**src/rtl/softermax_denom_acc.sv**
```systemverilog
// -----------------------------------------------------------------------------
// softermax_denom_acc
//
// Softmax denominator accumulator for the Softermax datapath. It sits directly
// after the power-of-two unit and receives one 2^(x - running_max) value per
// vector element. Each value is tagged with how far the running maximum rose
// at that element.
//
// Because every earlier term was computed against a smaller maximum, the
// partial sum must be rescaled whenever the maximum rises. The rescale factor
// is a power of two, so the running sum is updated online as
//     sum = (sum >> delta) + pow
// The first element of a vector simply seeds the sum, and its delta is ignored.
//
// When the element flagged last has been folded in, the denominator and the
// element count are registered. They are then offered to the normalization
// stage through a valid/ready handshake. The input is stalled until that
// result is taken.
//
// Optional feature (compile-time macro SOFTERMAX_SAT_EN):
//   defined   : sums that exceed 2^SUM_BW-1 clamp to all ones, and a sticky
//               overflow flag is reported on out_ovf with the result
//   undefined : the addition wraps modulo 2^SUM_BW, and out_ovf is tied to 0
//
// Ports:
//   clk        sole clock, rising edge
//   rst        asynchronous active-high reset
//   in_valid   element present on in_pow/in_delta/in_last
//   in_ready   stage accepts an element (high while accumulating)
//   in_pow     2^(x-max), unsigned Q(POW_BW-POW_FW).POW_FW
//   in_delta   amount the running max rose at this element (0 = unchanged)
//   in_last    element is the final one of its vector
//   out_valid  finished denominator available
//   out_ready  consumer accepts the denominator
//   out_sum    denominator, unsigned Q(SUM_BW-POW_FW).POW_FW
//   out_count  number of elements in the vector (wraps mod 2^CNT_BW)
//   out_ovf    accumulator saturated during the vector
// -----------------------------------------------------------------------------
module softermax_denom_acc #(
    parameter int POW_BW   = 16,
    parameter int POW_FW   = 15,
    parameter int SUM_BW   = 24,
    parameter int DELTA_BW = 5,
    parameter int CNT_BW   = 10
) (
    input  logic                clk,
    input  logic                rst,
    input  logic                in_valid,
    output logic                in_ready,
    input  logic [POW_BW-1:0]   in_pow,
    input  logic [DELTA_BW-1:0] in_delta,
    input  logic                in_last,
    output logic                out_valid,
    input  logic                out_ready,
    output logic [SUM_BW-1:0]   out_sum,
    output logic [CNT_BW-1:0]   out_count,
    output logic                out_ovf
);

    // Two-state controller: accumulate elements, or hold a finished result.
    localparam logic [0:0] ST_ACC  = 1'b0;
    localparam logic [0:0] ST_DONE = 1'b1;

    logic [0:0]        state_q;

    // Running accumulation for the vector in flight.
    logic [SUM_BW-1:0] sum_q;
    logic [CNT_BW-1:0] count_q;
    logic              first_q;

    // Registered result presented to the normalization stage.
    logic [SUM_BW-1:0] out_sum_q;
    logic [CNT_BW-1:0] out_count_q;

    // Datapath for the element currently offered.
    logic [SUM_BW-1:0] pow_ext;
    logic [SUM_BW-1:0] shifted;
    logic [SUM_BW-1:0] sum_next;
    logic [CNT_BW-1:0] count_next;

    logic              in_fire;
    logic              out_fire;

`ifdef SOFTERMAX_SAT_EN
    logic              ovf_q;
    logic              out_ovf_q;
    logic [SUM_BW:0]   sum_wide;
    logic              ovf_next;
`endif

    // -------------------------------------------------------------------------
    // Handshakes
    // -------------------------------------------------------------------------
    assign in_ready  = (state_q == ST_ACC);
    assign out_valid = (state_q == ST_DONE);
    assign in_fire   = in_valid && in_ready;
    assign out_fire  = out_valid && out_ready;

    // -------------------------------------------------------------------------
    // Accumulation datapath
    // -------------------------------------------------------------------------
    // NOTE: every signal driven in always_comb is given a value on every path
    // (defaults first), so no latch can be inferred.
    always_comb begin
        // The input and the sum share POW_FW fractional bits. Zero-extension
        // therefore aligns the binary points with no shift.
        pow_ext = SUM_BW'(in_pow);

        // The first element seeds the sum, so its delta is irrelevant.
        // Shifting by the full width or more empties the sum. The explicit
        // bound keeps this behaviour independent of DELTA_BW.
        shifted = '0;
        if (!first_q && (32'(in_delta) < SUM_BW)) begin
            shifted = sum_q >> in_delta;
        end

        count_next = count_q + CNT_BW'(1);

`ifdef SOFTERMAX_SAT_EN
        // One extra bit catches the carry out of the top of the accumulator.
        sum_wide = {1'b0, shifted} + {1'b0, pow_ext};
        sum_next = sum_wide[SUM_BW] ? {SUM_BW{1'b1}} : sum_wide[SUM_BW-1:0];
        // The flag is sticky. It is seeded fresh on the first element, so a
        // stale flag cannot leak into the next vector.
        ovf_next = sum_wide[SUM_BW] || (ovf_q && !first_q);
`else
        // Plain modular addition: the carry is dropped.
        sum_next = shifted + pow_ext;
`endif
    end

    // -------------------------------------------------------------------------
    // State and result registers
    // -------------------------------------------------------------------------
    // NOTE: sequential state uses non-blocking assignments only. All registers
    // then update together on the edge, whatever order the statements are in.
    always_ff @(posedge clk or posedge rst) begin
        if (rst) begin
            state_q     <= ST_ACC;
            sum_q       <= '0;
            count_q     <= '0;
            first_q     <= 1'b1;
            out_sum_q   <= '0;
            out_count_q <= '0;
`ifdef SOFTERMAX_SAT_EN
            ovf_q       <= 1'b0;
            out_ovf_q   <= 1'b0;
`endif
        end else begin
            case (state_q)
                ST_ACC: begin
                    if (in_fire) begin
                        sum_q   <= sum_next;
                        count_q <= count_next;
                        first_q <= 1'b0;
`ifdef SOFTERMAX_SAT_EN
                        ovf_q   <= ovf_next;
`endif
                        if (in_last) begin
                            // Capture the post-update values, so the final
                            // element is already included in the result.
                            out_sum_q   <= sum_next;
                            out_count_q <= count_next;
`ifdef SOFTERMAX_SAT_EN
                            out_ovf_q   <= ovf_next;
`endif
                            state_q     <= ST_DONE;
                        end
                    end
                end

                ST_DONE: begin
                    // The result registers are left alone here. They keep
                    // showing the last denominator after the handshake, until
                    // the next vector completes.
                    if (out_fire) begin
                        sum_q   <= '0;
                        count_q <= '0;
                        first_q <= 1'b1;
`ifdef SOFTERMAX_SAT_EN
                        ovf_q   <= 1'b0;
`endif
                        state_q <= ST_ACC;
                    end
                end

                default: begin
                    state_q <= ST_ACC;
                end
            endcase
        end
    end

    // -------------------------------------------------------------------------
    // Outputs
    // -------------------------------------------------------------------------
    assign out_sum   = out_sum_q;
    assign out_count = out_count_q;

`ifdef SOFTERMAX_SAT_EN
    assign out_ovf = out_ovf_q;
`else
    assign out_ovf = 1'b0;
`endif

endmodule

```
**config.mk**
```make
export PLATFORM = sky130hd
export DESIGN_NAME = softermax_denom_acc
export DESIGN_NICKNAME = d
export VERILOG_FILES = /design/src/rtl/softermax_denom_acc.sv
export SDC_FILE = /design/constraint.sdc
export NUM_CORES = 1
export LEC_CHECK = 0
export ABC_AREA = 1
export BUFFER_PORTS_ARGS = -buffer_cell sky130_fd_sc_hd__buf_2
export CAP_MARGIN = 20
export CORE_MARGIN = 2
export CORE_UTILIZATION = 45
export CTS_CLUSTER_SIZE = 12
export DETAILED_ROUTE_END_ITERATION = 10
export PLACE_DENSITY_LB_ADDON = 0.15
export SYNTH_ARGS = -nofsm -noshare
export SYNTH_HDL_FRONTEND = slang
export SYNTH_SLANG_ARGS = --single-unit
```
**constraint.sdc**
```tcl
create_clock -name clk -period 4.6 [get_ports clk]
set_input_delay 1.15 -clock clk [delete_from_list [all_inputs] [get_ports clk]]
set_output_delay 1.15 -clock clk [all_outputs]
set_load 0.02 [all_outputs]
```
==> results.sh <==
export IMPL_run_status="finished clean"
export IMPL_power_per_cell_area_nw_per_um2=367.7
export IMPL_clk_insertion_delay_late_ns=0.35
export IMPL_clock_sinks=70
export IMPL_cts_hold_fix_buffers=0
export IMPL_core_region_area_um2=10280
export IMPL_port_buffer_count=61
export IMPL_post_synth_cell_area_avg_um2=7.109
export IMPL_capture_instance_of_the_worst_register_to_register_path="out_sum[8]$_DFFE_PP0P_"
export IMPL_synth_fp_nets=713
export IMPL_unrepaired_setup_endpoints_after_global_routing="no"
export IMPL_design_portCount=63
export IMPL_synth_warnings=0
export IMPL_finalClockSkew_ns=0.007254
export IMPL_timing_final_hold_violations=0
export IMPL_antenna_violations_before_repair=0
export IMPL_worstSetupStartpointType="primary input"
export IMPL_drcViolationCount=0
export IMPL_grt_pass1_vias=4402
export IMPL_num_antenna_cells=0
export IMPL_p_total_mw=1.964
export IMPL_nNetsFinal=766
export IMPL_vias=4668
export IMPL_power_static_leakage_nw=2.681
export IMPL_finalWorstSetupSlack_ns=0.5327
export IMPL_crit_required_ns=4.82
export IMPL_worst_setup_path_startpoint="in_delta[0]"
export IMPL_reg2reg_from="sum_q[12]$_DFFE_PP0P_"
export IMPL_cap_violations=0
export IMPL_area_occupied_by_multi_input_gates_um2=2640
export IMPL_layout_area_seq_um2=1753
export IMPL_synth_seq_cells=70
export IMPL_tritoncts="done"
export IMPL_grt_max_degree=52
export IMPL_final_layout_size_suffix_gt1_frac=0.1554
export IMPL_drt_iter0_drc=318
export IMPL_fp_dieW_um=106.8
export IMPL_postRouteAntennaNets=0
export IMPL_setup_tns_ns=0
export IMPL_num_fill_cells=1076
export IMPL_final_min_clock_period_ns=4.067
export IMPL_die_h_um=106.8
export IMPL_detailed_place_hpwl_um=10260
export IMPL_timing_reg2reg_worst_path_depth=16
export IMPL_wirelength_um=13440
export IMPL_place_congestion=0.9477
export IMPL_tightestPinTransition_ns=0.6745
export IMPL_post_synth_instance_area_um2=4756
export IMPL_rows=37
export IMPL_final_setup_viol_count=0
export IMPL_design_die_area_um2=11410
export IMPL_post_cts_buffers=0
export IMPL_detail_route_first_pass_iterations=5
export IMPL_finish_utilization=0.5197
export IMPL_yosysUniqueCellTypes=42
export IMPL_initial_utilization=0.4627
export IMPL_maximum_clock_path_buffer_count=2
export IMPL_max_clock_freq_ghz=0.2459
export IMPL_placement_setup_worst_slack_ns=0.1843
export IMPL_path_clk_slew_ns=0.07
export IMPL_grt_overflow_total=0
export IMPL_yosysSeqAreaShare=0.3686
export IMPL_netlist_instances=669
export IMPL_track_usage=0.2424
export IMPL_viasPerCell=5.409
export IMPL_worstSetupEndpoint="out_sum[8]$_DFFE_PP0P_"
export IMPL_finalMaxSlewViolations=0
export IMPL_global_route_wire_length_before_repair_um=21730
export IMPL_post_cts_resized=0
export IMPL_cts_root_buf="sky130_fd_sc_hd__clkbuf_8"
export IMPL_vdd_ir_drop_max_uv=174.8
export IMPL_critPathKind="in2reg"
export IMPL_final_cell_mix="sky130_fd_sc_hd__nand2_1, sky130_fd_sc_hd__o21ai_0, sky130_fd_sc_hd__dfrtp_1, sky130_fd_sc_hd__buf_2"
export IMPL_slew_headroom=0.5503
export IMPL_worst_endpoint_arrival_ns=4.28
export IMPL_drt_wirelength_per_cell_um=15.57
export IMPL_fin_crit_sh=0.8842
export IMPL_layout_commonest_cell="sky130_fd_sc_hd__nand2_1"
export IMPL_crit_path_max_fanout=25
export IMPL_cts_max_level=3
export IMPL_worst_hold_path_type="reg2reg"
export IMPL_critical_path_endpoint_type="flip-flop"
export IMPL_rrSetupSlack_ns=1.34
export IMPL_tritoncts_buffer_count=9
export IMPL_syn_to_final_growth_pct=12.31
cell families after synthesis:
kind of cell,Yosys count,share of synthesized area
xor gates and xnor gates,20,0.03683
AOI/OAI and AO/OA,160,0.1850
adders and majority gates,18,0.04893
DFF,70,0.3686
buffers and inverters,89,0.07630
other,1,0.0007885
and+or+nand+nor,307,0.2752
muxes,4,0.008419
critical path: stages:
cell and delay (ns):
sky130_fd_sc_hd__buf_2 0.32, sky130_fd_sc_hd__inv_2 0.19, sky130_fd_sc_hd__nand2_1 0.13, sky130_fd_sc_hd__nand3_1 0.11
sky130_fd_sc_hd__nand3_1 0.12, sky130_fd_sc_hd__nand2_2 0.11, sky130_fd_sc_hd__nand2_1 0.15, sky130_fd_sc_hd__nand2_1 0.07
sky130_fd_sc_hd__nand2_1 0.06, sky130_fd_sc_hd__a21oi_1 0.04, sky130_fd_sc_hd__ha_1 0.21, sky130_fd_sc_hd__fa_1 0.40
sky130_fd_sc_hd__nand3_1 0.09, sky130_fd_sc_hd__nand2_1 0.08, sky130_fd_sc_hd__a21oi_1 0.31, sky130_fd_sc_hd__o21ai_1 0.18
sky130_fd_sc_hd__xnor2_1 0.41, sky130_fd_sc_hd__o21ai_0 0.13
routing by layer:
| metal | track usage | vias to the layer above | wire length [um] |
|---|---|---|---|
| met2 | 0.3849 | 154 | 6073 |
| met1 | 0.3416 | 2171 | 6357 |
| met3 | 0.03526 | 21 | 731 |
| met4 | 0.07699 | 0 | 273 |
| li1 | - | 2322 | - |
| met5 | 0 | - | 0 |
power breakdown:
| group | switching (mW) | total (mW) | internal, mW |
|---|---|---|---|
| combinational | 0.466 | 0.694 | 0.228 |
| sequential | 0.0788 | 0.819 | 0.740 |
| clock | 0.241 | 0.451 | 0.210 |
Yosys cell counts (all sizes together):
| cell type | number | share of area |
|---|---|---|
| o21a | 2 | 0.0032 |
| dfrtp | 69 | 0.36 |
| o211ai | 3 | 0.0047 |
| nand3 | 52 | 0.058 |
| inv | 57 | 0.045 |
| o22ai | 16 | 0.021 |
| o21ai | 90 | 0.096 |
| o21bai | 1 | 0.0016 |
| clkbuf | 15 | 0.012 |
| nand2 | 204 | 0.16 |
| a21oi | 34 | 0.037 |
| buf | 15 | 0.018 |
| nand3b | 2 | 0.0032 |
| a31oi | 6 | 0.0079 |
| or2 | 1 | 0.0013 |
| nand4 | 3 | 0.0039 |
| fa | 1 | 0.0042 |
| dfstp | 1 | 0.0055 |
| nor3 | 5 | 0.0074 |
| o311ai | 2 | 0.0037 |
| clkinv | 2 | 0.0016 |
| conb | 1 | 0.00079 |
| a211oi | 3 | 0.0047 |
| xnor2 | 8 | 0.015 |
| a221oi | 2 | 0.0037 |
| ha | 17 | 0.045 |
| xor2 | 12 | 0.022 |
| a21o | 1 | 0.0016 |
| mux2i | 4 | 0.0084 |
| nor2 | 40 | 0.037 |
flip-flops by register name, indices dropped and copies added, names as in the netlist:
name,flops
count_q,10
first_q,1
out_count,10
out_sum,24
out_valid,1
sum_q,24
worst min path at each step:
| stage | start | to | slack, ns | depth (start not counted) |
|---|---|---|---|---|
| floorplan | sum_q[0]$_DFFE_PP0P_ | sum_q[0]$_DFFE_PP0P_ | 0.45 | 2 |
| global placement | out_sum[21]$_DFFE_PP0P_ | out_sum[21]$_DFFE_PP0P_ | 0.46 | 2 |
| detailed placement | out_sum[22]$_DFFE_PP0P_ | out_sum[22]$_DFFE_PP0P_ | 0.46 | 2 |
| CTS | out_sum[22]$_DFFE_PP0P_ | out_sum[22]$_DFFE_PP0P_ | 0.48 | 2 |
| global route | out_sum[22]$_DFFE_PP0P_ | out_sum[22]$_DFFE_PP0P_ | 0.50 | 2 |
| finish | out_count[3]$_DFFE_PP0P_ | out_count[3]$_DFFE_PP0P_ | 0.48 | 2 |
area by class of cell:
cell class	instances	area share
Clock buffer	13	0.02788
Inverter	59	0.04146
Multi-Input combinational cell	510	0.4943
Sequential cell	70	0.3282
Timing Repair Buffer	72	0.07262
Clock inverter	3	0.003748
Tap cell	136	0.03186
metrics by stage:
| stage | hold slack (ns) | instance area, um2 | std cells |
|---|---|---|---|
| final | 0.4793 | 5341 | 863 |
| after global routing | 0.5010 | 5341 | 863 |
| after CTS | 0.4811 | 5341 | 863 |
| after detailed placement | 0.4597 | 5172 | 847 |
| after global placement | 0.4601 | 5172 | 847 |
| after floorplan | 0.4540 | 4756 | 669 |
Note: power is estimated with default switching activity, not from simulation.
